`src/rtl/posit_encoder_param.sv`:
```
// rtl/posit_encoder_param.sv - multi-cycle posit encoder (regime/exponent/fraction -> posit)
//
// Serially assembles a posit from its decoded fields, one stream bit per clock,
// then rounds (nearest, ties-to-even), saturates and applies the sign.
//
// Ports:
//   clk          clock, rising edge
//   rst          asynchronous reset, active low
//   start        encode request, honoured only while idle
//   sign_in      sign of the value (1 = negative)
//   k_in         signed regime value (two's complement, KW bits)
//   exp_in       exponent field (max(ES,1) bits, ignored when ES=0)
//   mantissa_in  fraction bits MSB first, hidden one excluded
//   zero_in      value is exact zero
//   nar_in       value is NaR, takes priority over zero_in
//   posit_out    encoded posit, registered, held until the next result
//   busy         high while an encode is in flight
//   done         one-cycle pulse, posit_out valid from this cycle
module posit_encoder_param #(
    parameter int N  = 32,
    parameter int ES = 2,
    parameter int MW = 32,
    parameter int KW = 7
) (
    input  logic                          clk,
    input  logic                          rst,
    input  logic                          start,
    input  logic                          sign_in,
    input  logic [KW-1:0]                 k_in,
    input  logic [((ES > 0) ? ES : 1)-1:0] exp_in,
    input  logic [MW-1:0]                 mantissa_in,
    input  logic                          zero_in,
    input  logic                          nar_in,
    output logic [N-1:0]                  posit_out,
    output logic                          busy,
    output logic                          done
);

    localparam int EW = (ES > 0) ? ES : 1;
    localparam int CW = $clog2(N);
    localparam int RW = KW + 1;

    localparam logic signed [31:0] K_SAT_MAX = N - 2;
    localparam logic signed [31:0] K_SAT_MIN = -(N - 1);

    typedef enum logic [2:0] {
        IDLE,
        BUILD,
        ROUND,
        NEGATE,
        DONE
    } state_t;

    state_t state, state_nxt;

    logic          sign_r, zero_r, nar_r;
    logic          k_neg, sat_max, sat_min;
    logic [RW-1:0] reg_left;     // regime bits still to emit, terminator included
    logic [EW-1:0] exp_sr;
    logic [2:0]    exp_left;
    logic [MW-1:0] mant_sr;
    logic [N-2:0]  body;
    logic          guard;
    logic [CW-1:0] cnt;

    // Regime length: k+1 run bits plus terminator for k>=0, -k run bits plus
    // terminator for k<0. RW is one bit wider than k so |k|+2 always fits.
    logic signed [31:0] k_wide;
    logic [RW-1:0]      k_ext;
    logic [RW-1:0]      reg_len;

    assign k_wide  = {{(32-KW){k_in[KW-1]}}, k_in};
    assign k_ext   = {k_in[KW-1], k_in};
    assign reg_len = k_in[KW-1] ? (RW'(1) - k_ext) : (k_ext + RW'(2));

    // Next stream bit: regime run, regime terminator, exponent, then mantissa.
    // The shift registers fill with zeros, so the trailing zeros come for free.
    logic stream_bit;
    always_comb begin
        stream_bit = 1'b0;
        if (reg_left > RW'(1))
            stream_bit = ~k_neg;
        else if (reg_left == RW'(1))
            stream_bit = k_neg;
        else if (exp_left != 3'd0)
            stream_bit = exp_sr[EW-1];
        else
            stream_bit = mant_sr[MW-1];
    end

    // Sticky covers whatever the N consumed bits did not reach. A pending
    // regime run is nonzero unless all that remains is a k>=0 zero terminator.
    logic sticky;
    assign sticky = (reg_left > RW'(1)) | ((reg_left == RW'(1)) & k_neg)
                  | (|exp_sr) | (|mant_sr);

    logic         round_up;
    logic [N-1:0] body_inc;
    logic [N-2:0] body_rnd;

    assign round_up = guard & (body[0] | sticky);
    assign body_inc = {1'b0, body} + N'(1);

    always_comb begin
        body_rnd = body;
        if (sat_max)
            body_rnd = '1;
        else if (sat_min)
            body_rnd = {{(N-2){1'b0}}, 1'b1};
        else if (round_up)
            body_rnd = body_inc[N-1] ? '1 : body_inc[N-2:0];
        // A nonzero value never rounds to zero; it clamps to minpos instead.
        if (body_rnd == '0)
            body_rnd = {{(N-2){1'b0}}, 1'b1};
    end

    logic [N-1:0] mag;
    logic [N-1:0] posit_nxt;

    assign mag = {1'b0, body};

    always_comb begin
        posit_nxt = mag;
        if (nar_r)
            posit_nxt = {1'b1, {(N-1){1'b0}}};
        else if (zero_r)
            posit_nxt = '0;
        else if (sign_r)
            posit_nxt = ~mag + N'(1);
    end

    always_ff @(posedge clk or negedge rst) begin
        if (!rst)
            state <= IDLE;
        else
            state <= state_nxt;
    end

    always_comb begin
        state_nxt = state;
        case (state)
            IDLE:    if (start) state_nxt = BUILD;
            BUILD:   if (cnt == '0) state_nxt = ROUND;
            ROUND:   state_nxt = NEGATE;
            NEGATE:  state_nxt = DONE;
            DONE:    state_nxt = IDLE;
            default: state_nxt = IDLE;
        endcase
    end

    assign busy = (state != IDLE);
    assign done = (state == DONE);

    always_ff @(posedge clk or negedge rst) begin
        if (!rst) begin
            sign_r    <= 1'b0;
            zero_r    <= 1'b0;
            nar_r     <= 1'b0;
            k_neg     <= 1'b0;
            sat_max   <= 1'b0;
            sat_min   <= 1'b0;
            reg_left  <= '0;
            exp_sr    <= '0;
            exp_left  <= 3'd0;
            mant_sr   <= '0;
            body      <= '0;
            guard     <= 1'b0;
            cnt       <= '0;
            posit_out <= '0;
        end else begin
            case (state)
                IDLE: begin
                    if (start) begin
                        sign_r   <= sign_in;
                        zero_r   <= zero_in;
                        nar_r    <= nar_in;
                        k_neg    <= k_in[KW-1];
                        sat_max  <= (k_wide >= K_SAT_MAX);
                        sat_min  <= (k_wide <= K_SAT_MIN);
                        reg_left <= reg_len;
                        exp_sr   <= (ES > 0) ? exp_in : '0;
                        exp_left <= 3'(ES);
                        mant_sr  <= mantissa_in;
                        body     <= '0;
                        guard    <= 1'b0;
                        cnt      <= CW'(N - 1);
                    end
                end
                BUILD: begin
                    // First N-1 bits shift into the body MSB first; the last is guard.
                    if (cnt != '0) begin
                        body <= {body[N-3:0], stream_bit};
                        cnt  <= cnt - CW'(1);
                    end else begin
                        guard <= stream_bit;
                    end
                    if (reg_left != '0) begin
                        reg_left <= reg_left - RW'(1);
                    end else if (exp_left != 3'd0) begin
                        exp_sr   <= exp_sr << 1;
                        exp_left <= exp_left - 3'd1;
                    end else begin
                        mant_sr <= mant_sr << 1;
                    end
                end
                ROUND: begin
                    body <= body_rnd;
                end
                NEGATE: begin
                    posit_out <= posit_nxt;
                end
                default: ;
            endcase
        end
    end

endmodule

```
`config.mk`:
```
export PLATFORM = sky130hd
export DESIGN_NAME = posit_encoder_param
export DESIGN_NICKNAME = d
export VERILOG_FILES = /design/src/rtl/posit_encoder_param.sv
export SDC_FILE = /design/constraint.sdc
export NUM_CORES = 1
export LEC_CHECK = 0
export ABC_AREA = 1
export ABC_CLOCK_PERIOD_IN_PS = 4050
export CORE_ASPECT_RATIO = 1.5
export CORE_MARGIN = 3
export CORE_UTILIZATION = 30
export CTS_BUF_LIST = sky130_fd_sc_hd__clkbuf_4 sky130_fd_sc_hd__clkbuf_8
export DETAILED_ROUTE_END_ITERATION = 10
export PLACE_DENSITY = 0.45
export SLEW_MARGIN = 20
export SYNTH_ARGS = -nofsm -noshare
export SYNTH_HDL_FRONTEND = slang
export SYNTH_SLANG_ARGS = --single-unit
```
`constraint.sdc`:
```
create_clock -name clk -period 4.05 [get_ports clk]
set_input_delay 0.81 -clock clk [delete_from_list [all_inputs] [get_ports clk]]
set_output_delay 0.81 -clock clk [all_outputs]
set_load 0.03 [all_outputs]
```
* Word-level counts from Yosys, hierarchy flattened *
Index checks and enable logic that the tools add are counted.

operators by class
  $add $sub $neg = 7
  order comparisons = 3
  eq/ne operators = 13
  muxes and demuxes = 39
  bitwise operators = 8
  reduce and logical (&&, ||, !) cells = 19

operators by type and width
  kind                     count
  $mux W31                 7
  $mux W32                 6
  $pmux W31 S3             1
  $pmux W32 S2             1
  $add A31 B1 Y32 const B  1
  $add A32 B1 Y32 const B  1
  $not A31 Y32             1
  $reduce_or A32 Y1        1
  $logic_not A31 Y1        1
  $mux W8                  3
  $ne A2 B2 Y1 const B     8
  $pmux W8 S2              1
  $mux W3                  5
  $pmux W3 S4              1
  $reduce_and A3 Y1        4
  $mux W5                  2
  $pmux W5 S2              1
  $reduce_bool A3 Y1       3
  $add A7 B3 Y8 const B    1
  $eq A8 B1 Y1 const B     1
  $gt A8 B1 Y1 const B     1
  $reduce_and A4 Y1        2
  $reduce_bool A8 Y1       1
  $sub A2 B7 Y8 const A    1
  22 further kinds         34

storage, ports and cells
  bits in registers = 123
  input bits = 47
  output and inout port bits = 34
  word-level logic and storage cells = 104

* Logic depth before layout (Yosys ltp) *
Gate-level depths: netlist (run 1).

  depth after elaboration = 13
  mapped depth = 19
  mapped depth without buffers = 19

* Worst setup path after synthesis (run 1) *
No wires, ideal clock.

  path type = register to register
  from = register body[0]
  to = register posit_out[26]
  library setup time = 122 ps
  data arrival time = 1,945 ps
  data required time = 3,928 ps
  setup slack = 1,983 ps
  stages on the path, launching flop included = 12
  buffers on the path = 1
  period minus slack after synthesis = 2,067 ps
  cell sequence = dfrtp_1 buf_6 inv_4 ha_1 nand4_1 nor3_2 nand3_1 nor2_2 a31oi_1 a21oi_2 nand3_1 a32o_1

between the ends
  word-level cells in the longest chain between the ends = 5

ends and longest elaborated chain
  item                    RTL line  RTL
  start, declared         62        logic [N-2:0] body;
  start signal, assigned  192       body <= {body[N-3:0], stream_bit};
  start signal, assigned  207       body <= body_rnd;
  $not A31 Y32            129       posit_nxt = ~mag + N'(1);
  $add A32 B1 Y32         129
  $mux W32                128       else if (sign_r)
  $mux W32                126       else if (zero_r)
  $mux W32                124       if (nar_r)
  end signal, assigned    210       posit_out <= posit_nxt;
  end, declared           34        output logic [N-1:0] posit_out,

Every way passes these cells.
A chain may end at the register's enable or synchronous reset.

* Worst setup path in the final report (run 1) *
  from = register body[0]
  to = register body[0]

between the ends
  word-level cells in the longest chain between the ends = 8
  elaborated cells between the ends (all ways) = 10
  those cells by class = add/sub: 1; mux: 6; bitwise: 2; reduce/logical: 1

ends and longest elaborated chain
  item                                                    RTL line  RTL
  $add A31 B1 Y32 / $or A1 B1 Y1 (equally long branches)  102, 101
  $mux W31 / $and A1 B1 Y1 (equally long branches)        111, 101
  $mux W31 *                                              110       else if (round_up)
  $mux W31 *                                              108       else if (sat_min)
  $mux W31 *                                              106       if (sat_max)
  $logic_not A31 Y1                                       113       if (body_rnd == '0)
  $mux W31 *                                              113
  $pmux W31 S3 *                                          171       case (state)

Mark *: on every way between the ends. The rest lies on a longest branch, timed or not.

==> metrics.yaml, run 1 <==
syn-cell-area_um2: 8560
port_buffers: 80
via_per_inst: 5.00
cts_buffer_depth: 2
root_buffer: "clkbuf_8"
grt_first_pass_wirelength_um: 42600
min_period_over_period: 0.729
ir_drop_mv: 0.335
synth_common_cells: "nand2_1, nor2_1, dfrtp_1"
final_area_um2: 10100
grt-ovfl-total: 0
cts.sinks: 123
ys_async_sr_fraction: 1.00
synth_seq_cells: 123
dpl-instance-area_um2: 9570
wire_per_inst_um: 15.9
synth.most_common_cell: "nand2_1"
worst_pin_slew_ns: 1.13
grt_pass1_vias: 8192
synth-seq-area-share: 0.359
p_leak_uw: 0.00447
fmax_mhz: 339
finalSetupViolCount: 0
area_delta_synth_final_pct: 17.5
reg2reg_to: "body[0]$_DFFE_PN0P_"
die_y_um: 213
syn_nets: 1309
synth_cell_types: 46
hold_violations: 0
clock_skew_ns: 0.0119
grt_start_max_net_pins: 81
r2r-start: "body[0]$_DFFE_PN0P_"
drc_errors: 0
holdWs_ns: 0.318
die_area_um2: 30700
globalplace.congestion: 0.863
startpoint_type: "register"
cts_setup_buffers: 0
drt-initial-drc-count: 384
drive_gt1_frac: 0.0804
seqCellArea_um2: 3080
core-area_um2: 28100
setup.worst_path.end: "body[0]$_DFFE_PN0P_"
fillCellCount: 3067
slew_violations: 0
ant_nets: 0
antennaDiodeCount: 0
worstPathMaxFanout: 9
cts_tree: "built"
synth_warnings: 0
clkLatencyLatePin_ns: 0.47
critical_path.endpoint_type: "register"
synth.top_cell.area_share: 0.359
cts_made_buffers: 17
multi_input_area_um2: 4650
vias: 8255
die_w_um: 144
worstPathRequired_ns: 4.45
yosysTopAreaCell: "dfrtp_1"
tns_ns: 0
hpwl_um: 19000
antenna_found_initial: 0
critical_path_class: "register to register"
cts_hold_buf: 0
synthTopCellsByArea: "dfrtp_1, nand2_1, nor2_1, o21ai_0, nand3_1"
critPathLaunch: "body[0]$_DFFE_PN0P_"
firstDrtPassIters: 4
grt_usage: 0.176
r2r_cells: 17
cts-resized-gates: 0
synth_cells: 1251
routed_wl_um: 26200
maxSlewHeadroom: 0.246
powerDensity_nw_per_um2: 862
finalCriticalPeriod_ns: 2.95
rows: 75
hold_class: "input pin to async pin"
reg2reg_slack_ns: 1.10
synth_area_per_cell_um2: 6.85
cp_data_arrival_time_ns: 3.35
ios: 81
ctsHtreeMaxLevel: 4
start_util: 0.305
synth_edf_count: 0
status: "finished, final reports clean"
cap_viol_max_count: 0
rsz0062_at_grt: "false"
nets: 1351
clkTransAtPathRegs_ns: 0.07
synth-main-ff-cell: "dfrtp_1"
[area by class of cell]
type / count / share of cell area
clock buffers: 21 / 0.0281
clock inverters: 11 / 0.0213
inverters: 123 / 0.0466
multi-input cells: 933 / 0.462
flip-flops and latches: 123 / 0.306
well taps: 346 / 0.0430
repair buffers: 95 / 0.0930
[cell usage in the layout (no fill, tap or decap), types with 23 or more instances in the layout]
cell	n
nand2_1	356
xor2_1	23
nand3_1	90
a22oi_1	31
inv_1	112
clkdlybuf4s50_1	79
a21oi_1	55
nor2_1	135
o21ai_0	91
o211ai_1	33
dfrtp_1	123
[metal layers]
layer	global-route usage	up-vias	routed length [um]	share of wire
li1	-	4185	-	-
met1	0.204	3881	11000	0.42
met2	0.321	153	13800	0.53
met3	0.0287	36	800	0.031
met4	0.0627	0	660	0.025
met5	0	-	0	0
[cells by family after synthesis]
group,share of synthesized area
compound gates,0.169
flops,0.359
fa+ha+maj,0.0161
xor+xnor,0.0256
buf+inv,0.0985
simple gates,0.332
[metrics by stage]
stage / utilization / instances / total power [uW] / worst slack (ns)
detailed placement: 0.341 / 1620 / 7360 / 0.909
global route: 0.359 / 1652 / 9570 / 0.827
finish: 0.359 / 1652 / 8680 / 1.10
CTS: 0.359 / 1652 / 8800 / 1.08
floorplan: - / 1251 / 6010 / 1.98
global placement: 0.341 / 1620 / 7320 / 0.918
[worst max-delay path, cell delays in order (launching register included)]
cell,delay (ns)
dfrtp_1,0.60
ha_1,0.32
nand3_2,0.19
nor2_4,0.25
nand2_2,0.09
inv_1,0.14
nor2_1,0.05
nor3_1,0.27
nand2_1,0.11
nand3_1,0.10
nand3_1,0.10
nor2_1,0.10
nand2_1,0.09
nor2_1,0.16
nand2_1,0.08
nand2_1,0.06
nand2_1,0.06
a21oi_2,0.13
[where the power goes]
part           leakage, uW  total (uW)  switching [uW]  internal, uW
clock             0.000245        1400             546           850
sequential         0.00152        2480             654          1820
combinational      0.00270        4810            3140          1670
total              0.00447        8680            4340          4340
[flip-flops by register name, indices dropped and copies added (netlist names), 2 cells and up]
signal and flops:
body 31, cnt 5, exp_left 3, exp_sr 2, mant_sr 32, posit_out 32
reg_left 8, state 3
[worst min-delay path by stage]
stage                                    startpoint                         to  depth (start not counted)
after floorplan                  cnt[4]$_DFFE_PN0P_         cnt[4]$_DFFE_PN0P_                          1
after global placement    posit_out[30]$_DFFE_PN0P_  posit_out[30]$_DFFE_PN0P_                          2
after detailed placement  posit_out[30]$_DFFE_PN0P_  posit_out[30]$_DFFE_PN0P_                          2
after CTS                                       rst  posit_out[29]$_DFFE_PN0P_                          1
after global routing                            rst  posit_out[25]$_DFFE_PN0P_                          1
final                                           rst  posit_out[29]$_DFFE_PN0P_                          1
No activity file was read; power rests on OpenSTA's default activity.
==> inputs of run 2 (changes only) <==
--- a/config.mk
+++ b/config.mk
@@ -6,13 +6,13 @@
 export NUM_CORES = 1
 export LEC_CHECK = 0
 export ABC_AREA = 1
-export ABC_CLOCK_PERIOD_IN_PS = 4050
+export ABC_CLOCK_PERIOD_IN_PS = 2600
 export CORE_ASPECT_RATIO = 1.5
 export CORE_MARGIN = 3
 export CORE_UTILIZATION = 30
 export CTS_BUF_LIST = sky130_fd_sc_hd__clkbuf_4 sky130_fd_sc_hd__clkbuf_8
 export DETAILED_ROUTE_END_ITERATION = 10
-export PLACE_DENSITY = 0.45
+export PLACE_DENSITY = 0.47
 export SLEW_MARGIN = 20
 export SYNTH_ARGS = -nofsm -noshare
 export SYNTH_HDL_FRONTEND = slang
==> constraint.sdc (replaced) <==
create_clock -name clk -period 2.6 [get_ports clk]
set_input_delay 0.52 -clock clk [delete_from_list [all_inputs] [get_ports clk]]
set_output_delay 0.52 -clock clk [all_outputs]
set_load 0.03 [all_outputs]
==> run 2 against run 1 <==
Final cell count up 5.5%. First-iteration DRC count up 13%. Critical path depth up 2. Setup slack worse by 0.95 ns. Fmax up 20%. Sequential power up 41%. Via count up 4.7%. Sequential cell count unchanged. Final area up 8.3%. Count of clock-buffer cells in the layout down 3. Non-clock buffer count up 90. Critical path type unchanged.
==> metrics.yaml, run 2 (synthesis results as in run 1) <==
powerDensity_nw_per_um2: 1320  # +53%
root_buffer: "clkbuf_8"
worstPathRequired_ns: 3.00  # -1.45 ns
reg2reg_slack_ns: 0.15  # -0.95 ns
ant_nets: 0  # unchanged
rows: 75  # unchanged
p_leak_uw: 0.00495  # +11%
finalSetupViolCount: 0  # unchanged
wire_per_inst_um: 15.8  # -0.27%
nets: 1442  # +6.7%
grt-ovfl-total: 0  # unchanged
ir_drop_mv: 0.464  # +39%
min_period_over_period: 0.944  # +0.214
globalplace.congestion: 0.934  # +8.2%
worst_pin_slew_ns: 0.788  # -0.341 ns
path_common_cell: "nand2_1"
critical_path_class: "register to register"
routed_wl_um: 27600  # +5.2%
cp_cell_sequence: "buf_4, ha_1, nand3_2, buf_4, nor2_2, buf_4, nand3_1, nand2_1, nor2_1, nand2_1, nand3_1, nand3_1, nor2_2, nand2_1, nor2_2, nand2_1, nand2_1, nand2_1, a21oi_2"
via_per_inst: 4.96  # -0.77%
cp_slowest_cell: "dfrtp_1"
antennaDiodeCount: 0  # unchanged
cts_tree: "built"
final_common_cell: "nand2_1"
cp_data_arrival_time_ns: 2.85  # -0.50 ns
grt_start_max_net_pins: 124  # +53%
drt-initial-drc-count: 434  # +13%
grt_pass1_vias: 8678  # +5.9%
fmax_mhz: 408  # +20%
dpl-instance-area_um2: 10200  # +6.7%
firstDrtPassIters: 5  # +1
worstPathMaxFanout: 4  # -5
cts_buffer_depth: 2  # unchanged
tns_ns: 0  # unchanged
clock_skew_ns: 0.0173  # +0.00542 ns
drc_errors: 0  # unchanged
critical_path.endpoint_type: "register"
grt_first_pass_wirelength_um: 44600  # +4.7%
status: "finished, final reports clean"
reg2reg_to: "body[0]$_DFFE_PN0P_"
r2r_cells: 19  # +2
hold_violations: 0  # unchanged
antenna_found_initial: 0  # unchanged
finalCriticalPeriod_ns: 2.45  # -0.500 ns
cts_made_buffers: 17  # unchanged
cap_viol_max_count: 0  # unchanged
start_util: 0.305  # unchanged
hold_class: "input pin to async pin"
switching_power_uw: 7190  # +66%
slew_violations: 0  # unchanged
core-area_um2: 28100  # unchanged
ctsHtreeMaxLevel: 4  # unchanged
die_area_um2: 30700  # unchanged
mostFrequentLayoutCells: "nand2_1, nor2_1, dfrtp_1"
intPower_uw: 7200  # +66%
area_delta_synth_final_pct: 27.3
drive_gt1_frac: 0.165  # +0.0842
ios: 81  # unchanged
startpoint_type: "register"
die_w_um: 144  # unchanged
switching_share: 0.500  # about the same
vias: 8643  # +4.7%
clkLatencyLatePin_ns: 0.46  # about the same
grt_usage: 0.184  # +0.00882
reg_top3: "mant_sr x32, posit_out x32, body x31"
cts.sinks: 123  # unchanged
max_stage_delay_ns: 0.39  # -0.21 ns
port_buffers: 80  # unchanged
maxSlewHeadroom: 0.475  # +0.228
r2r-start: "body[0]$_DFFE_PN0P_"
clkTransAtPathRegs_ns: 0.09  # +0.02 ns
clockPowerShare: 0.122  # -0.039
critPathLaunch: "body[0]$_DFFE_PN0P_"
final_area_um2: 10900  # +8.3%
seqPwrFrac: 0.242  # -0.043
hpwl_um: 20100  # +5.4%
die_y_um: 213  # unchanged
p_comb_frac: 0.635  # +0.081
run 2: stage by stage:
stage	setup slack (ns)	instances	total power [uW]	utilization	hold WS, ns
2_1_floorplan	0.533	1251	9370	-	0.224
3_5_place_dp	-0.0325	1699	12300	0.364	0.472
6_report	0.147	1743	14400	0.389	0.110
5_1_grt	-0.00885	1743	15800	0.389	0.205
3_3_place_gp	-0.0410	1699	12300	0.364	0.464
4_1_cts	0.0142	1731	14200	0.379	0.179
run 2: worst max path at each step:
| stage | end | cells past startpoint |
|---|---|---|
| 2_1_floorplan | posit_out[26]$_DFFE_PN0P_ | 11 |
| 3_3_place_gp | body[0]$_DFFE_PN0P_ | 19 |
| 3_5_place_dp | body[0]$_DFFE_PN0P_ | 19 |
| 4_1_cts | body[0]$_DFFE_PN0P_ | 19 |
| 5_1_grt | body[0]$_DFFE_PN0P_ | 18 |
| 6_report | body[0]$_DFFE_PN0P_ | 19 |
run 2: worst max-delay path, delay by kind of cell (launching register included):
kind                     cells  cell delay (ns)
AND/OR/NAND/NOR             14             1.20
buffers and inverters        3             0.42
flip-flops                   1             0.39
adder cells (fa/ha/maj)      1             0.22
AO/OA/AOI/OAI                1             0.14
run 2: power by group through the flow:
| stage | Sequential, uW | Clock [uW] | Combinational, uW |
|---|---|---|---|
| global route | 3610 | 1910 | 10300 |
| CTS | 3480 | 1830 | 8840 |
| detailed placement | 3510 | 0 | 8790 |
| global placement | 3510 | 0 | 8770 |
| finish | 3490 | 1760 | 9140 |
| floorplan | 3660 | 0 | 5710 |
run 2: what timing repair did:
action                                  in CTS  in global routing
hold buffers                                 0                  0
buffers inserted                             0                 10
endpoints found under the setup margin       1                  8
gates cloned                                 0                  2
endpoints found under the hold margin        0                  0
pin swaps                                    0                 20
gates resized for setup                      2                 44
run 2: area by class of cell:
type | instances | area (um2)
repair buffers | 185 | 1690
clock buffers | 18 | 248
multi-input cells | 934 | 4840
flip-flops and latches | 123 | 3080
fillers | 3020 | 17200
clock inverters | 14 | 148
inverters | 123 | 469
well taps | 346 | 433
run 2: per-layer routing:
metal / vias to the layer above / routed length (um) / part of all wire / GRT usage
li1: 4360 / - / - / -
met1: 4066 / 11200 / 0.41 / 0.214
met2: 164 / 14600 / 0.53 / 0.333
met3: 53 / 821 / 0.030 / 0.0285
met4: 0 / 969 / 0.035 / 0.0776
met5: - / 0 / 0 / 0
==> inputs of run 3 (changes only) <==
--- a/config.mk
+++ b/config.mk
@@ -6,13 +6,14 @@
 export NUM_CORES = 1
 export LEC_CHECK = 0
 export ABC_AREA = 1
-export ABC_CLOCK_PERIOD_IN_PS = 2600
+export ABC_CLOCK_PERIOD_IN_PS = 2500
+export CAP_MARGIN = 20
 export CORE_ASPECT_RATIO = 1.5
 export CORE_MARGIN = 3
 export CORE_UTILIZATION = 30
 export CTS_BUF_LIST = sky130_fd_sc_hd__clkbuf_4 sky130_fd_sc_hd__clkbuf_8
 export DETAILED_ROUTE_END_ITERATION = 10
-export PLACE_DENSITY = 0.47
+export PLACE_DENSITY = 0.45
 export SLEW_MARGIN = 20
 export SYNTH_ARGS = -nofsm -noshare
 export SYNTH_HDL_FRONTEND = slang
==> constraint.sdc (replaced) <==
create_clock -name clk -period 2.5 [get_ports clk]
set_input_delay 0.5 -clock clk [delete_from_list [all_inputs] [get_ports clk]]
set_output_delay 0.5 -clock clk [all_outputs]
set_load 0.03 [all_outputs]
==> run 3 against run 2 <==
Register-to-register slack worse by 0.10 ns. Highest routed layer unchanged. Critical path depth is 1 lower. Sequential share of layout area is 0.83 points lower. Critical endpoint unchanged. Sequential cell count stayed put.
==> metrics.yaml, run 3 (synthesis results as in run 1) <==
maxSlewHeadroom: 0.633  # +0.158
drc_errors: 0  # unchanged
drive_gt1_frac: 0.183  # +0.0179
routed_wl_um: 28100  # +1.9%
mostFrequentLayoutCells: "nand2_1, buf_4, nor2_1"
rsz0062_at_grt: "true"
hpwl_um: 20800  # +3.6%
fmax_mhz: 407  # -0.15%
rows: 75  # unchanged
root_buffer: "clkbuf_8"
cts.sinks: 123  # unchanged
startpoint_type: "register"
area_delta_synth_final_pct: 31.2
cp_data_arrival_time_ns: 2.88  # +0.03 ns
grtUsageMet1: 0.215  # +0.00132
ant_nets: 0  # unchanged
holdWs_ns: 0.484  # +0.374 ns
hold_class: "register to register"
ir_drop_mv: 0.660  # +42%
worstPathRequired_ns: 2.93  # -0.07 ns
die_y_um: 213  # unchanged
tns_ns: 0  # unchanged
firstDrtPassIters: 5  # unchanged
busiest_layer: "met2"
antenna_found_initial: 0  # unchanged
port_buffers: 80  # unchanged
finalCriticalPeriod_ns: 2.46  # +0.00367 ns
finalSetupViolCount: 0  # unchanged
cts_tree: "built"
vias: 8768  # +1.4%
slew_violations: 0  # unchanged
cap_viol_max_count: 0  # unchanged
setup_slack_ns: 0.0429  # -0.104 ns
powerDensity_nw_per_um2: 1360  # +2.7%
critical_path_class: "register to register"
die_w_um: 144  # unchanged
wire_per_inst_um: 15.7  # -0.57%
min_period_over_period: 0.983  # +0.0392
ctsHtreeMaxLevel: 4  # unchanged
grtUsageMet2: 0.358  # +0.0243
grt_pass1_vias: 8812  # +1.5%
drt-initial-drc-count: 493  # +14%
antennaDiodeCount: 0  # unchanged
core-area_um2: 28100  # unchanged
clock_skew_ns: 0.0125  # -0.00486 ns
hold_violations: 0  # unchanged
worstPathMaxFanout: 6  # +2
critical_path.endpoint_type: "register"
cts_made_buffers: 17  # unchanged
die_area_um2: 30700  # unchanged
nets: 1486  # +3.1%
final_common_cell: "nand2_1"
via_per_inst: 4.91  # -1.1%
reg_top3: "mant_sr x32, posit_out x32, body x31"
start_util: 0.305  # unchanged
status: "finished, final reports clean"
finalNonFillerCells: 1787  # +2.5%
place_ws_ns: -0.0885  # -0.0560 ns
clkLatencyLatePin_ns: 0.50  # +0.04 ns
worst_pin_slew_ns: 0.550  # -0.238 ns
grt_first_pass_wirelength_um: 45800  # +2.7%
ios: 81  # unchanged
globalplace.congestion: 0.877  # -6.0%
clkTransAtPathRegs_ns: 0.08  # about the same
fin_total_pwr_uw: 15200  # +5.9%
p_leak_uw: 0.00513  # +3.7%
grt-ovfl-total: 0  # unchanged
dpl.cell_count: 1740  # +2.4%
cts_buffer_depth: 2  # unchanged
grt_use_met3: 0.0314  # +0.00291
grt_start_max_net_pins: 69  # -44%
grt_usage: 0.191  # +0.00683
[run 3: changes by cell type in the layout (fill, tap and decap cells not counted), sizes merged]
cell	delta
buf	+44
clkbuf	-1
clkinv	-1
clkinvlp	+1
dlygate4sd3	+1
[run 3: critical path, cell delays in order, from the launching register on]
cell and delay (ns):
dfrtp_1 0.39, inv_1 0.07, nand2_1 0.07, nor2_2 0.14
o211ai_1 0.13, nor2_2 0.25, nand2_4 0.15, nand2_8 0.11
buf_12 0.12, nand2_1 0.05, nand3_1 0.11, nand3_1 0.09
nor2_1 0.13, nand2_1 0.08, nor2_2 0.17, nand2_1 0.07
nand2_1 0.06, nand2_1 0.06, a21oi_2 0.12
[run 3: report_power, final]
group	internal, uW	switching (uW)	leakage [uW]
clock network	894	904	0.000192
registers	2960	644	0.00151
logic	3870	5960	0.00342
[run 3: final timing paths]
path / startpoint / end / slack [ns] / cells past startpoint
max reg2reg: reg_left[6]$_DFFE_PN0P_ / body[0]$_DFFE_PN0P_ / 0.04 / 18
min in group asynchronous: rst / posit_out[23]$_DFFE_PN0P_ / 0.51 / 2
max: reg_left[6]$_DFFE_PN0P_ / body[0]$_DFFE_PN0P_ / 0.04 / 18
min reg2reg: posit_out[19]$_DFFE_PN0P_ / posit_out[19]$_DFFE_PN0P_ / 0.48 / 2
max in group asynchronous: rst / posit_out[11]$_DFFE_PN0P_ / 1.37 / 3
min: posit_out[19]$_DFFE_PN0P_ / posit_out[19]$_DFFE_PN0P_ / 0.48 / 2
[run 3: what timing repair did]
| item | in CTS | in global routing |
|---|---|---|
| pin swaps | 3 | 19 |
| endpoints found under the setup margin | 1 | 11 |
| buffers inserted | 1 | 12 |
| endpoints found under the hold margin | 29 | 0 |
| gates resized for setup | 8 | 37 |
| cloned | 1 | 0 |
| hold buffers | 1 | 0 |
[run 3: through the flow]
step,utilization,cell area [um2]
3_5_place_dp,0.375,10500
2_1_floorplan,-,8560
6_report,0.401,11200
4_1_cts,0.392,11000
5_1_grt,0.401,11200
3_3_place_gp,0.375,10500
[run 3: area by class of cell]
type                       instances  area [um2]
fill                            3028       16800
clock buffer                      18         241
tap                              346         433
sequential                       123        3080
inverter                         123         479
timing repair buffer             229        2040
multi-input combinational        934        4810
clock inverter                    14         150
[run 3: layer usage]
metal | share of wire | wire length [um]
met4 | 0.025 | 716
met1 | 0.41 | 11400
met3 | 0.030 | 846
met5 | 0 | 0
met2 | 0.54 | 15200
